### src/rtl/hazard_fwd_ctrl.sv
// Hazard and operand-source controller for the five-stage integer pipeline.
// Tracks EX/MEM destinations, registers forwarding/mov-source selects, stalls on load-use.
module hazard_fwd_ctrl #(
  parameter int REG_AW = 5,
  parameter int CNT_W  = 16
) (
  input  logic              clk,
  input  logic              rst_n,
  input  logic              id_valid,
  input  logic [REG_AW-1:0] id_rs1,
  input  logic [REG_AW-1:0] id_rs2,
  input  logic              id_rs1_used,
  input  logic              id_rs2_used,
  input  logic [REG_AW-1:0] id_rd,
  input  logic              id_rd_we,
  input  logic              id_is_load,
  input  logic              id_mov_imm,
  input  logic              ex_flush,
  input  logic              mem_busy,
  output logic              id_stall,
  output logic              ex_valid,
  output logic [1:0]        ex_fwd_a_sel,
  output logic [1:0]        ex_fwd_b_sel,
  output logic              ex_movsrc_sel,
  output logic [CNT_W-1:0]  lu_stall_cnt
);

  logic              ex_v, ex_we, ex_ld;
  logic [REG_AW-1:0] ex_rd;
  logic              mem_v, mem_we;
  logic [REG_AW-1:0] mem_rd;

  logic       hit_ex_a, hit_ex_b, hit_mem_a, hit_mem_b;
  logic       lu;
  logic [1:0] fwd_a, fwd_b;

  always_comb begin
    hit_ex_a  = id_valid & id_rs1_used & ex_v  & ex_we  & (ex_rd  == id_rs1);
    hit_ex_b  = id_valid & id_rs2_used & ex_v  & ex_we  & (ex_rd  == id_rs2);
    hit_mem_a = id_valid & id_rs1_used & mem_v & mem_we & (mem_rd == id_rs1);
    hit_mem_b = id_valid & id_rs2_used & mem_v & mem_we & (mem_rd == id_rs2);
    lu        = id_valid & ex_ld & (hit_ex_a | hit_ex_b);
    id_stall  = mem_busy | (lu & ~ex_flush);

    // The younger producer in EX always wins over the one in MEM.
    fwd_a = 2'b00;
    if (hit_ex_a)       fwd_a = 2'b01;
    else if (hit_mem_a) fwd_a = 2'b10;
    fwd_b = 2'b00;
    if (hit_ex_b)       fwd_b = 2'b01;
    else if (hit_mem_b) fwd_b = 2'b10;
  end

  assign ex_valid = ex_v;

  always_ff @(posedge clk or negedge rst_n) begin
    if (!rst_n) begin
      ex_v          <= 1'b0;
      ex_we         <= 1'b0;
      ex_ld         <= 1'b0;
      ex_rd         <= '0;
      mem_v         <= 1'b0;
      mem_we        <= 1'b0;
      mem_rd        <= '0;
      ex_fwd_a_sel  <= 2'b00;
      ex_fwd_b_sel  <= 2'b00;
      ex_movsrc_sel <= 1'b0;
      lu_stall_cnt  <= '0;
    end else if (!mem_busy) begin
      mem_v  <= ex_v;
      mem_we <= ex_we;
      mem_rd <= ex_rd;
      if (ex_flush || lu) begin
        ex_v          <= 1'b0;
        ex_we         <= 1'b0;
        ex_ld         <= 1'b0;
        ex_fwd_a_sel  <= 2'b00;
        ex_fwd_b_sel  <= 2'b00;
        ex_movsrc_sel <= 1'b0;
        if (!ex_flush && lu_stall_cnt != {CNT_W{1'b1}})
          lu_stall_cnt <= lu_stall_cnt + CNT_W'(1);
      end else begin
        ex_v          <= id_valid;
        ex_we         <= id_valid & id_rd_we;
        ex_ld         <= id_valid & id_is_load;
        ex_rd         <= id_rd;
        ex_fwd_a_sel  <= fwd_a;
        ex_fwd_b_sel  <= fwd_b;
        ex_movsrc_sel <= id_valid & id_mov_imm;
      end
    end
  end

endmodule

### config.mk
export PLATFORM = sky130hd
export DESIGN_NAME = hazard_fwd_ctrl
export DESIGN_NICKNAME = d
export VERILOG_FILES = /design/src/rtl/hazard_fwd_ctrl.sv
export SDC_FILE = /design/constraint.sdc
export NUM_CORES = 1
export LEC_CHECK = 0
export ABC_AREA = 1
export BUFFER_PORTS_ARGS = -buffer_cell sky130_fd_sc_hd__buf_2
export CORE_MARGIN = 4
export CORE_UTILIZATION = 47
export DETAILED_ROUTE_END_ITERATION = 7
export HOLD_SLACK_MARGIN = 0.15
export MAX_ROUTING_LAYER = met4
export PLACE_DENSITY = 0.79
export SYNTH_ARGS = -nofsm -noshare
export SYNTH_HDL_FRONTEND = slang
export SYNTH_SLANG_ARGS = --single-unit
### constraint.sdc
create_clock -name clk -period 1.8 [get_ports clk]
set_clock_uncertainty 0.2 [all_clocks]
set_input_delay 0 -clock clk [delete_from_list [all_inputs] [get_ports clk]]
set_output_delay 0 -clock clk [all_outputs]
set_load 0.02 [all_outputs]
==> flow_metrics.py, run 1 <==
metrics = {
    "die": {
        "initial_core_util": 0.484,
        "core_region_area_um2": 4690,
        "rows": 25,
        "chipHeight_um": 77.5,
        "die-area_um2": 6000,
        "ios": 48,
        "chipWidth_um": 77.5,
    },
    "sta": {
        "fin_crit_ns": 1.82,
        "worstMarginPinSlew_ns": 0.514,
        "max_freq_mhz": 548,
        "rsz0062_at_grt": "yes",
        "slew_violations": 0,
        "maxSlewHeadroom": 0.656,
        "setup_viol": 1,
        "finalWorstSetupSlack_ns": -0.0247,
        "finalSetupTns_ns": -0.0247,
        "fin_crit_sh": 1.01,
        "hold_viol_final": 0,
    },
    "synth": {
        "ys_async_sr_fraction": 1.00,
        "yosysMostFrequentCell": "nand2_1",
        "synth_edf_count": 0,
        "synth_area_leaders": "dfrtp_1 (40%), nand2_1 (18%), inv_1 (6.3%)",
        "yosysWarnings": 0,
        "synthFlopType": "dfrtp_1",
        "ys_seq_area_frac": 0.397,
        "syn_nets": 349,
        "yosysTopAreaCellShare": 0.397,
        "syn_area_per_cell_um2": 7.03,
        "yosysTopAreaCell": "dfrtp_1",
        "synthTopCellsByCount": "nand2_1 (107), inv_1 (38), dfrtp_1 (36)",
        "synth_cells": 323,
        "ys_ff_latch": 36,
        "synth_cell_types": 26,
        "netlist_area_um2": 2270,
    },
    "routing": {
        "drc": 0,
        "drtAntennaViolNets": 0,
        "via_per_inst": 5.37,
        "drt-initial-drc-count": 236,
        "dr.pass1.iters": 7,
        "wirelength_mm": 6.63,
        "wire_per_inst_um": 14.1,
        "vias": 2528,
    },
    "setup_path": {
        "crit_start": "ex_rd[3]$_DFFE_PN0P_",
        "arrival_ns": 1.62,
        "path_class": "reg2out",
        "r2r_end": "lu_stall_cnt[7]$_DFFE_PN0P_",
        "slowest_delay_ns": 0.38,
        "cp_cell_sequence": "inv_2 > nand2_2 > nand2_1 > nor2_1 > nand3_1 > nand2_2 > nand2_4 > o21ai_4 > buf_6",
        "reg2reg_from": "lu_stall_cnt[0]$_DFFE_PN0P_",
        "start_kind": "flop",
        "worstPathRequired_ns": 1.60,
        "crit_fanout": 4,
        "ff2ff_setup_slack_ns": 0.01,
        "crit_path_frequent_cell": "nand2_2",
        "worstRegToRegCells": 9,
        "worst_setup_path_end_kind": "output pin",
        "cpMaxStageDelayCell": "dfrtp_1",
    },
    "cells_and_area": {
        "drive_above_1_share": 0.293,
        "instances_no_fill": 471,
        "fillCellCount": 373,
        "finish.utilization": 0.674,
        "areaGrowthSynthToFinish_pct": 39.3,
        "fin_nets": 442,
        "n_antenna_cell": 0,
    },
    "clock_network": {
        "insertion_delay_ns": 0.29,
        "cts_tree": "yes",
        "cts.sinks": 36,
        "cts-root-buf": "clkbuf_8",
        "cts-buffers-inserted": 5,
        "clockBufferDepth": 2,
        "clk_pin_slew_ns": 0.07,
        "htreeDepth": 2,
    },
    "hold_path": {
        "min_path_type": "reg2reg",
        "min_from": "ex_movsrc_sel$_DFFE_PN0N_",
        "whs_endpoint": "ex_movsrc_sel$_DFFE_PN0N_",
        "holdPathStages": 2,
    },
    "place": {
        "io_buffer_count": 47,
        "post-place-cells": 431,
        "finalWeightedCongestion": 0.986,
        "place_ws_ns": 0.0399,
        "dpl.hpwl_mm": 4.48,
    },
    "pwr": {
        "leakagePower_nw": 1.68,
        "pwr_density_cell_nw_per_um2": 738,
        "vdd_drop_max_mv": 0.778,
    },
    "global_routing": {
        "grt_usage": 0.223,
        "grt_pass1_vias": 2382,
        "grt_max_degree": 23,
        "grt_pass1_wl_mm": 10.8,
        "antenna_found_initial": 0,
        "grt_overflow": 0,
    },
    "outcome": {
        "violations": "negative setup slack",
        "status": "finished with violations",
    },
    "flow_run": {
        "maxCapViolations": 0,
    },
}
-- layout make-up --
type,count,area (um^2),share of cell area
Sequential cell,36,903,0.286
Multi-Input combinational cell,238,1290,0.408
Clock buffer,7,76.3,0.0241
Inverter,42,160,0.0507
Clock inverter,1,5.00,0.00158
Timing Repair Buffer,93,659,0.209
Tap cell,54,67.6,0.0214
-- report_power, final --
part | total [W] | switching [W] | internal [W]
registers | 0.00100 | 0.000107 | 0.000896
logic | 0.000783 | 0.000449 | 0.000334
clock network | 0.000546 | 0.000275 | 0.000271
-- sequential cells by signal, indices dropped and copies added (netlist names) --
signal and flops:
ex_fwd_a_sel 2, lu_stall_cnt 16, ex_movsrc_sel 1, mem_we 1, ex_we 1, ex_rd 5
mem_v 1, mem_rd 5, ex_ld 1, ex_valid 1, ex_fwd_b_sel 2
-- layout by cell type, fill, tap and decap left out, drive strengths merged --
cell	netlist	routed
nand2	113	113
buf	4	67
inv	42	42
nor2	37	37
dfrtp	36	36
dlygate4sd3	0	26
nand4	19	19
o21ai	17	17
nand3	14	15
xor2	10	10
o22ai	7	7
nor3	7	7
clkbuf	4	7
xnor2	5	5
a21oi	5	5
a211oi	1	1
or2	1	1
ha	1	1
clkinv	0	1
-- how the worst max path moves through the flow --
stage	to	slack, ns
6_report	id_stall	-0.02
3_5_place_dp	lu_stall_cnt[9]$_DFFE_PN0P_	0.04
2_1_floorplan	lu_stall_cnt[12]$_DFFE_PN0P_	0.01
4_1_cts	id_stall	0.002
3_3_place_gp	lu_stall_cnt[10]$_DFFE_PN0P_	0.06
5_1_grt	id_stall	-0.12
-- metal layers --
metal | vias to the layer above | part of all wire | global-route usage
met5 | - | 0 | -
met4 | 0 | 0.027 | 0.0819
met3 | 25 | 0.067 | 0.0383
met2 | 130 | 0.46 | 0.333
met1 | 1152 | 0.45 | 0.305
li1 | 1221 | - | -
-- per-stage QoR --
step | area [um^2] | hold WS (ns) | power, W
after floorplan | 2290 | -0.496 | 0.00140
after CTS | 3010 | 0.289 | 0.00226
after detailed placement | 2650 | -0.297 | 0.00165
final | 3160 | 0.286 | 0.00233
after global routing | 3160 | 0.301 | 0.00249
after global placement | 2650 | -0.296 | 0.00164
-- cells by family after synthesis --
group                      after synthesis  share of synthesized area
and+or+nand+nor                        191                      0.374
buffers and inverters                   50                     0.0948
DFF                                     36                      0.397
AOI/OAI and AO/OA                       30                     0.0711
xor gates and xnor gates                15                     0.0579
adders and majority gates                1                    0.00551
-- repair_timing --
action,CTS,global route
resized for setup,6,37
hold endpoints to repair,72,0
cloned,0,1
setup buffers,1,4
setup endpoints to repair,1,28
pin swaps,3,22
hold buffers,26,0
-- critical path: cells and delay by family, from the launching register on --
family          cells  cell delay (ns)
simple gates        6             0.58
buf+inv             2             0.22
compound gates      1             0.15
flops               1             0.38
Note: power is estimated with default switching activity, not from simulation.
==> run 2, diff against run 1 <==
==> constraint.sdc (replaced) <==
create_clock -name clk -period 1.6 [get_ports clk]
set_clock_uncertainty 0.2 [all_clocks]
set_input_delay 0 -clock clk [delete_from_list [all_inputs] [get_ports clk]]
set_output_delay 0 -clock clk [all_outputs]
set_load 0.02 [all_outputs]
==> flow_metrics.py, run 2 (synthesis gave the netlist of run 1 again) <==
metrics = {
    "setup_path": {
        "r2r_end": "ex_rd[4]$_DFFE_PN0P_",
        "path_class": "reg2out",
        "worstRegToRegCells": 10,
        "crit_fanout": 4,
        "worst_setup_path_end_kind": "output pin",
        "worstPathRequired_ns": 1.40,
        "ff2ff_setup_slack_ns": -0.14,
        "start_kind": "flop",
        "arrival_ns": 1.62,
        "slowest_delay_ns": 0.41,
        "cpMaxStageDelayCell": "dfrtp_1",
        "crit_path_frequent_cell": "nand2_1",
        "reg2reg_from": "ex_rd[0]$_DFFE_PN0P_",
        "cp_cell_sequence": "nand2_1 > nand2_1 > nor2_1 > nand3_2 > nand2_2 > nand2_4 > o21ai_4 > buf_6",
    },
    "sta": {
        "hold_viol_final": 0,
        "rsz0062_at_grt": "yes",
        "maxSlewHeadroom": 0.425,
        "slew_violations": 0,
        "fin_crit_ns": 1.82,
        "finalWorstSetupSlack_ns": -0.223,
        "fin_crit_sh": 1.14,
        "worstMarginPinSlew_ns": 0.859,
        "finalSetupTns_ns": -2.37,
        "setup_viol": 28,
        "max_freq_mhz": 549,
    },
    "clock_network": {
        "clk_pin_slew_ns": 0.07,
        "clockBufferDepth": 2,
        "cts_tree": "yes",
        "cts-root-buf": "clkbuf_8",
        "htreeDepth": 2,
        "cts.sinks": 36,
        "insertion_delay_ns": 0.29,
        "cts-buffers-inserted": 5,
    },
    "place": {
        "post-place-cells": 446,
        "finalWeightedCongestion": 0.919,
        "dpl.hpwl_mm": 4.54,
        "postPlaceCellArea_um2": 2770,
        "io_buffer_count": 47,
    },
    "routing": {
        "drt-initial-drc-count": 249,
        "via_per_inst": 5.26,
        "vias": 2534,
        "drc": 0,
        "wirelength_mm": 6.74,
        "wire_per_inst_um": 14.0,
        "drtAntennaViolNets": 0,
        "dr.pass1.iters": 4,
    },
    "cells_and_area": {
        "instances_no_fill": 482,
        "fillCellCount": 370,
        "multiInputGateArea_um2": 1350,
        "final_area_um2": 3300,
        "final_common_cell": "nand2_1",
        "final-seq-area_um2": 907,
        "final_cell_mix": "nand2_1 (93), buf_2 (46), inv_1 (34), buf_4 (34), dfrtp_1 (31)",
        "fin_nets": 453,
        "drive_above_1_share": 0.353,
        "regMostFlops": "lu_stall_cnt",
        "largestRegisters": "lu_stall_cnt x16, ex_rd x5, mem_rd x5",
        "areaGrowthSynthToFinish_pct": 45.5,
        "n_antenna_cell": 0,
        "largest_reg_flops": 16,
    },
    "global_routing": {
        "grt_overflow": 0,
        "grt_pass1_vias": 2378,
        "grt_pass1_wl_mm": 10.9,
        "grt_max_degree": 37,
        "grt_usage": 0.231,
        "antenna_found_initial": 0,
    },
    "die": {
        "die-area_um2": 6000,
        "chipWidth_um": 77.5,
        "core_region_area_um2": 4690,
        "initial_core_util": 0.484,
        "rows": 25,
        "ios": 48,
        "chipHeight_um": 77.5,
    },
    "hold_path": {
        "whs_endpoint": "lu_stall_cnt[8]$_DFFE_PN0P_",
        "holdPathStages": 5,
        "min_from": "ex_flush",
        "min_path_type": "in2reg",
    },
    "outcome": {
        "violations": "negative setup slack",
        "status": "finished with violations",
    },
    "flow_run": {
        "maxCapViolations": 0,
    },
    "pwr": {
        "pwr_density_cell_nw_per_um2": 828,
        "vdd_drop_max_mv": 0.921,
        "leakagePower_nw": 1.74,
    },
}
==> run 2: through the flow <==
| step | hold WS (ns) | power [W] | util | worst slack, ns |
|---|---|---|---|---|
| 5_1_grt | 0.0554 | 0.00288 | 0.704 | -0.281 |
| 6_report | 0.0176 | 0.00273 | 0.704 | -0.223 |
| 3_3_place_gp | -0.130 | 0.00193 | 0.591 | -0.116 |
| 2_1_floorplan | -0.496 | 0.00160 | - | -0.179 |
| 4_1_cts | -0.0727 | 0.00270 | 0.684 | -0.155 |
| 3_5_place_dp | -0.125 | 0.00194 | 0.591 | -0.122 |
==> run 2: where the power goes <==
group,switching [W],internal (W)
Combinational,0.000523,0.000422
Clock,0.000317,0.000351
Sequential,0.000109,0.00101
Total,0.000949,0.00178
==> run 2: worst max-delay path: cells and delay by family (launching register included) <==
family          cells  cell delay, ns
simple gates        6            0.63
flops               1            0.41
compound gates      1            0.16
buf+inv             1            0.14
==> run 2: per-layer routing <==
layer	share of wire	vias up	global-route usage	wire (um)
li1	-	1244	-	-
met1	0.42	1167	0.302	2860
met2	0.48	105	0.361	3220
met3	0.069	18	0.0336	467
met4	0.028	0	0.0961	191
met5	0	-	-	0
==> run 2: repair_timing <==
| item | CTS | global route |
|---|---|---|
| setup endpoints to repair | 29 | 30 |
| pin swaps | 14 | 11 |
| gates cloned | 3 | 0 |
| setup buffers | 5 | 2 |
| hold buffers | 18 | 3 |
| gates resized for setup | 32 | 28 |
| hold endpoints to repair | 72 | 28 |
==> run 2: worst max-delay path by stage <==
stage / depth (start not counted) / slack (ns) / to / from
final: 8 / -0.22 / id_stall / ex_rd[0]$_DFFE_PN0P_
after global routing: 9 / -0.28 / id_stall / ex_rd[4]$_DFFE_PN0P_
after CTS: 9 / -0.16 / id_stall / ex_rd[1]$_DFFE_PN0P_
after detailed placement: 10 / -0.12 / ex_rd[0]$_DFFE_PN0P_ / ex_rd[1]$_DFFE_PN0P_
after global placement: 10 / -0.12 / ex_rd[4]$_DFFE_PN0P_ / ex_rd[1]$_DFFE_PN0P_
after floorplan: 10 / -0.18 / lu_stall_cnt[12]$_DFFE_PN0P_ / lu_stall_cnt[0]$_DFFE_PN0P_
==> run 2: layout make-up <==
cell class	count	area share
multi-input combinational	239	0.410
sequential	36	0.275
timing repair buffer	103	0.220
inverter	42	0.0477
clock buffer	8	0.0273
tap	54	0.0205
==> run 3, diff against run 2 <==
--- a/config.mk
+++ b/config.mk
@@ -8,11 +8,11 @@
 export ABC_AREA = 1
 export BUFFER_PORTS_ARGS = -buffer_cell sky130_fd_sc_hd__buf_2
 export CORE_MARGIN = 4
-export CORE_UTILIZATION = 47
+export CORE_UTILIZATION = 35
 export DETAILED_ROUTE_END_ITERATION = 7
 export HOLD_SLACK_MARGIN = 0.15
 export MAX_ROUTING_LAYER = met4
-export PLACE_DENSITY = 0.79
+export PLACE_DENSITY = 0.6
 export SYNTH_ARGS = -nofsm -noshare
 export SYNTH_HDL_FRONTEND = slang
 export SYNTH_SLANG_ARGS = --single-unit
==> flow_metrics.py, run 3 (synthesis gave the netlist of run 1 again) <==
metrics = {
    "outcome": {
        "status": "finished with violations",
        "violations": "negative hold slack, negative setup slack",
    },
    "routing": {
        "vias": 2630,
        "drtAntennaViolNets": 0,
        "wire_per_inst_um": 14.1,
        "dr.pass1.iters": 5,
        "drt-initial-drc-count": 181,
        "drc": 0,
        "via_per_inst": 4.99,
        "wirelength_mm": 7.41,
    },
    "cells_and_area": {
        "n_antenna_cell": 0,
        "final_common_cell": "nand2_1",
        "fin_nets": 475,
        "final_cell_mix": "nand2_1 (86), buf_4 (47), buf_2 (46), inv_1 (33), dfrtp_1 (31)",
        "drive_above_1_share": 0.393,
        "areaGrowthSynthToFinish_pct": 57.1,
        "instances_no_fill": 527,
        "fillCellCount": 599,
        "largest_reg_flops": 16,
        "largestRegisters": "lu_stall_cnt x16, ex_rd x5, mem_rd x5",
        "regMostFlops": "lu_stall_cnt",
    },
    "global_routing": {
        "grt_usage": 0.201,
        "grt_pass1_vias": 2520,
        "antenna_found_initial": 0,
        "grt_pass1_wl_mm": 11.8,
        "grt_max_degree": 21,
        "grt_overflow": 0,
    },
    "sta": {
        "hold_viol_final": 1,
        "setup_viol": 30,
        "worstMarginPinSlew_ns": 0.726,
        "slew_violations": 0,
        "maxSlewHeadroom": 0.516,
        "rsz0062_at_grt": "yes",
        "fin_crit_sh": 1.15,
        "max_freq_mhz": 544,
        "fin_crit_ns": 1.84,
        "whs_ns": -0.000848,
        "finalWorstSetupSlack_ns": -0.238,
    },
    "clock_network": {
        "cts-buffers-inserted": 5,
        "clockBufferDepth": 2,
        "clk_pin_slew_ns": 0.07,
        "insertion_delay_ns": 0.30,
        "cts_tree": "yes",
        "cts.sinks": 36,
        "cts-root-buf": "clkbuf_8",
        "htreeDepth": 2,
    },
    "hold_path": {
        "min_path_type": "in2reg",
    },
    "die": {
        "rows": 29,
        "chipWidth_um": 88.5,
        "initial_core_util": 0.359,
        "core_region_area_um2": 6310,
        "ios": 48,
        "chipHeight_um": 88.5,
        "die-area_um2": 7840,
    },
    "place": {
        "dpl.hpwl_mm": 4.97,
        "finalWeightedCongestion": 0.935,
        "post-place-cells": 481,
        "io_buffer_count": 47,
        "place_ws_ns": -0.0929,
    },
    "setup_path": {
        "worst_setup_path_end_kind": "output pin",
        "arrival_ns": 1.64,
        "start_kind": "flop",
        "path_class": "reg2out",
        "worstPathRequired_ns": 1.40,
        "crit_fanout": 3,
    },
    "pwr": {
        "power_switching_w": 0.000999,
        "pwr_density_cell_nw_per_um2": 854,
        "combPwrFrac": 0.343,
        "p_int_w": 0.00204,
        "pwr-share-clk": 0.292,
        "vdd_drop_max_mv": 0.692,
        "leakagePower_nw": 1.85,
        "p_seq_frac": 0.365,
        "swShare": 0.328,
    },
    "flow_run": {
        "maxCapViolations": 0,
    },
}
## run 3: cell types whose count changed in the layout (fill, tap and decap cells not counted), moves of 3 or more
cell           previous run  this run
buf_4                    34        47
nand2_1                  93        86
nor2_4                    5         2
dlygate4sd3_1            18        23
nor2_2                    5         9
nand2_2                  17        25
a21oi_2                   4         1
a21oi_1                   1         4
buf_6                     4         7
## run 3: power by group through the flow
stage | Combinational (W) | Clock (W) | Sequential, W
2_1_floorplan | 0.000392 | 0 | 0.00121
5_1_grt | 0.00115 | 0.000950 | 0.00113
6_report | 0.00104 | 0.000889 | 0.00111
3_5_place_dp | 0.000882 | 0 | 0.00113
4_1_cts | 0.000990 | 0.000920 | 0.00111
3_3_place_gp | 0.000869 | 0 | 0.00112
## run 3: area by class of cell
type	instances	area (um^2)	area share
flip-flops and latches	36	907	0.254
repair buffers	125	917	0.257
multi-input cells	239	1360	0.382
clock buffers	7	96.3	0.0270
well taps	77	96.3	0.0270
clock inverters	1	30.0	0.00842
inverters	42	158	0.0442
## run 3: through the flow
| step | utilization | TNS, ns | area [um^2] | hold slack, ns | total power [W] |
|---|---|---|---|---|---|
| 3_3_place_gp | 0.458 | -1.15 | 2890 | -0.255 | 0.00199 |
| 2_1_floorplan | - | -2.09 | 2300 | -0.496 | 0.00160 |
| 3_5_place_dp | 0.458 | -1.33 | 2890 | -0.250 | 0.00201 |
| 5_1_grt | 0.565 | -6.86 | 3560 | 0.0526 | 0.00322 |
| 4_1_cts | 0.545 | -3.13 | 3440 | -0.0562 | 0.00302 |
| 6_report | 0.565 | -3.75 | 3560 | -0.000848 | 0.00304 |
## run 3: worst paths after layout
check                                             from                      endpoint  slack (ns)  depth (start not counted)
max reg2reg                       ex_rd[1]$_DFFE_PN0P_   ex_fwd_b_sel[1]$_DFFE_PN0N_       -0.19                         11
min reg2reg                ex_fwd_b_sel[0]$_DFFE_PN0N_   ex_fwd_b_sel[0]$_DFFE_PN0N_        0.29                          2
min                                          id_rs1[4]   ex_fwd_a_sel[1]$_DFFE_PN0N_     -0.0008                          5
max                               ex_rd[4]$_DFFE_PN0P_                      id_stall       -0.24                         10
max in group asynchronous                        rst_n         mem_rd[4]$_DFFE_PN0N_        0.40                          4
min in group asynchronous                        rst_n  lu_stall_cnt[10]$_DFFE_PN0P_        0.26                          3
## run 3: metal layers
metal / part of all wire / up-vias / routed length (um) / GRT usage
met5: 0 / - / 0 / -
met4: 0.020 / 0 / 146 / 0.0591
met3: 0.054 / 16 / 398 / 0.0354
met2: 0.47 / 93 / 3460 / 0.304
met1: 0.46 / 1238 / 3410 / 0.276
li1: - / 1283 / - / -
## run 3: timing repair
action                                  CTS  global route
hold buffers                             25             5
endpoints found under the setup margin   26            45
resized for setup                        34            34
endpoints found under the hold margin    72             7
pin swaps                                21            17
gates cloned                              3             0
buffers inserted                          9             2
## run 3: worst max-delay path, stage by stage (launching register included)
cell	delay, ns
dfrtp_1	0.41
inv_2	0.06
nand2_1	0.10
nand2_1	0.09
nor2_2	0.11
nand3_2	0.09
nand2_2	0.08
nand2_2	0.05
buf_6	0.12
o21ai_4	0.12
buf_6	0.13
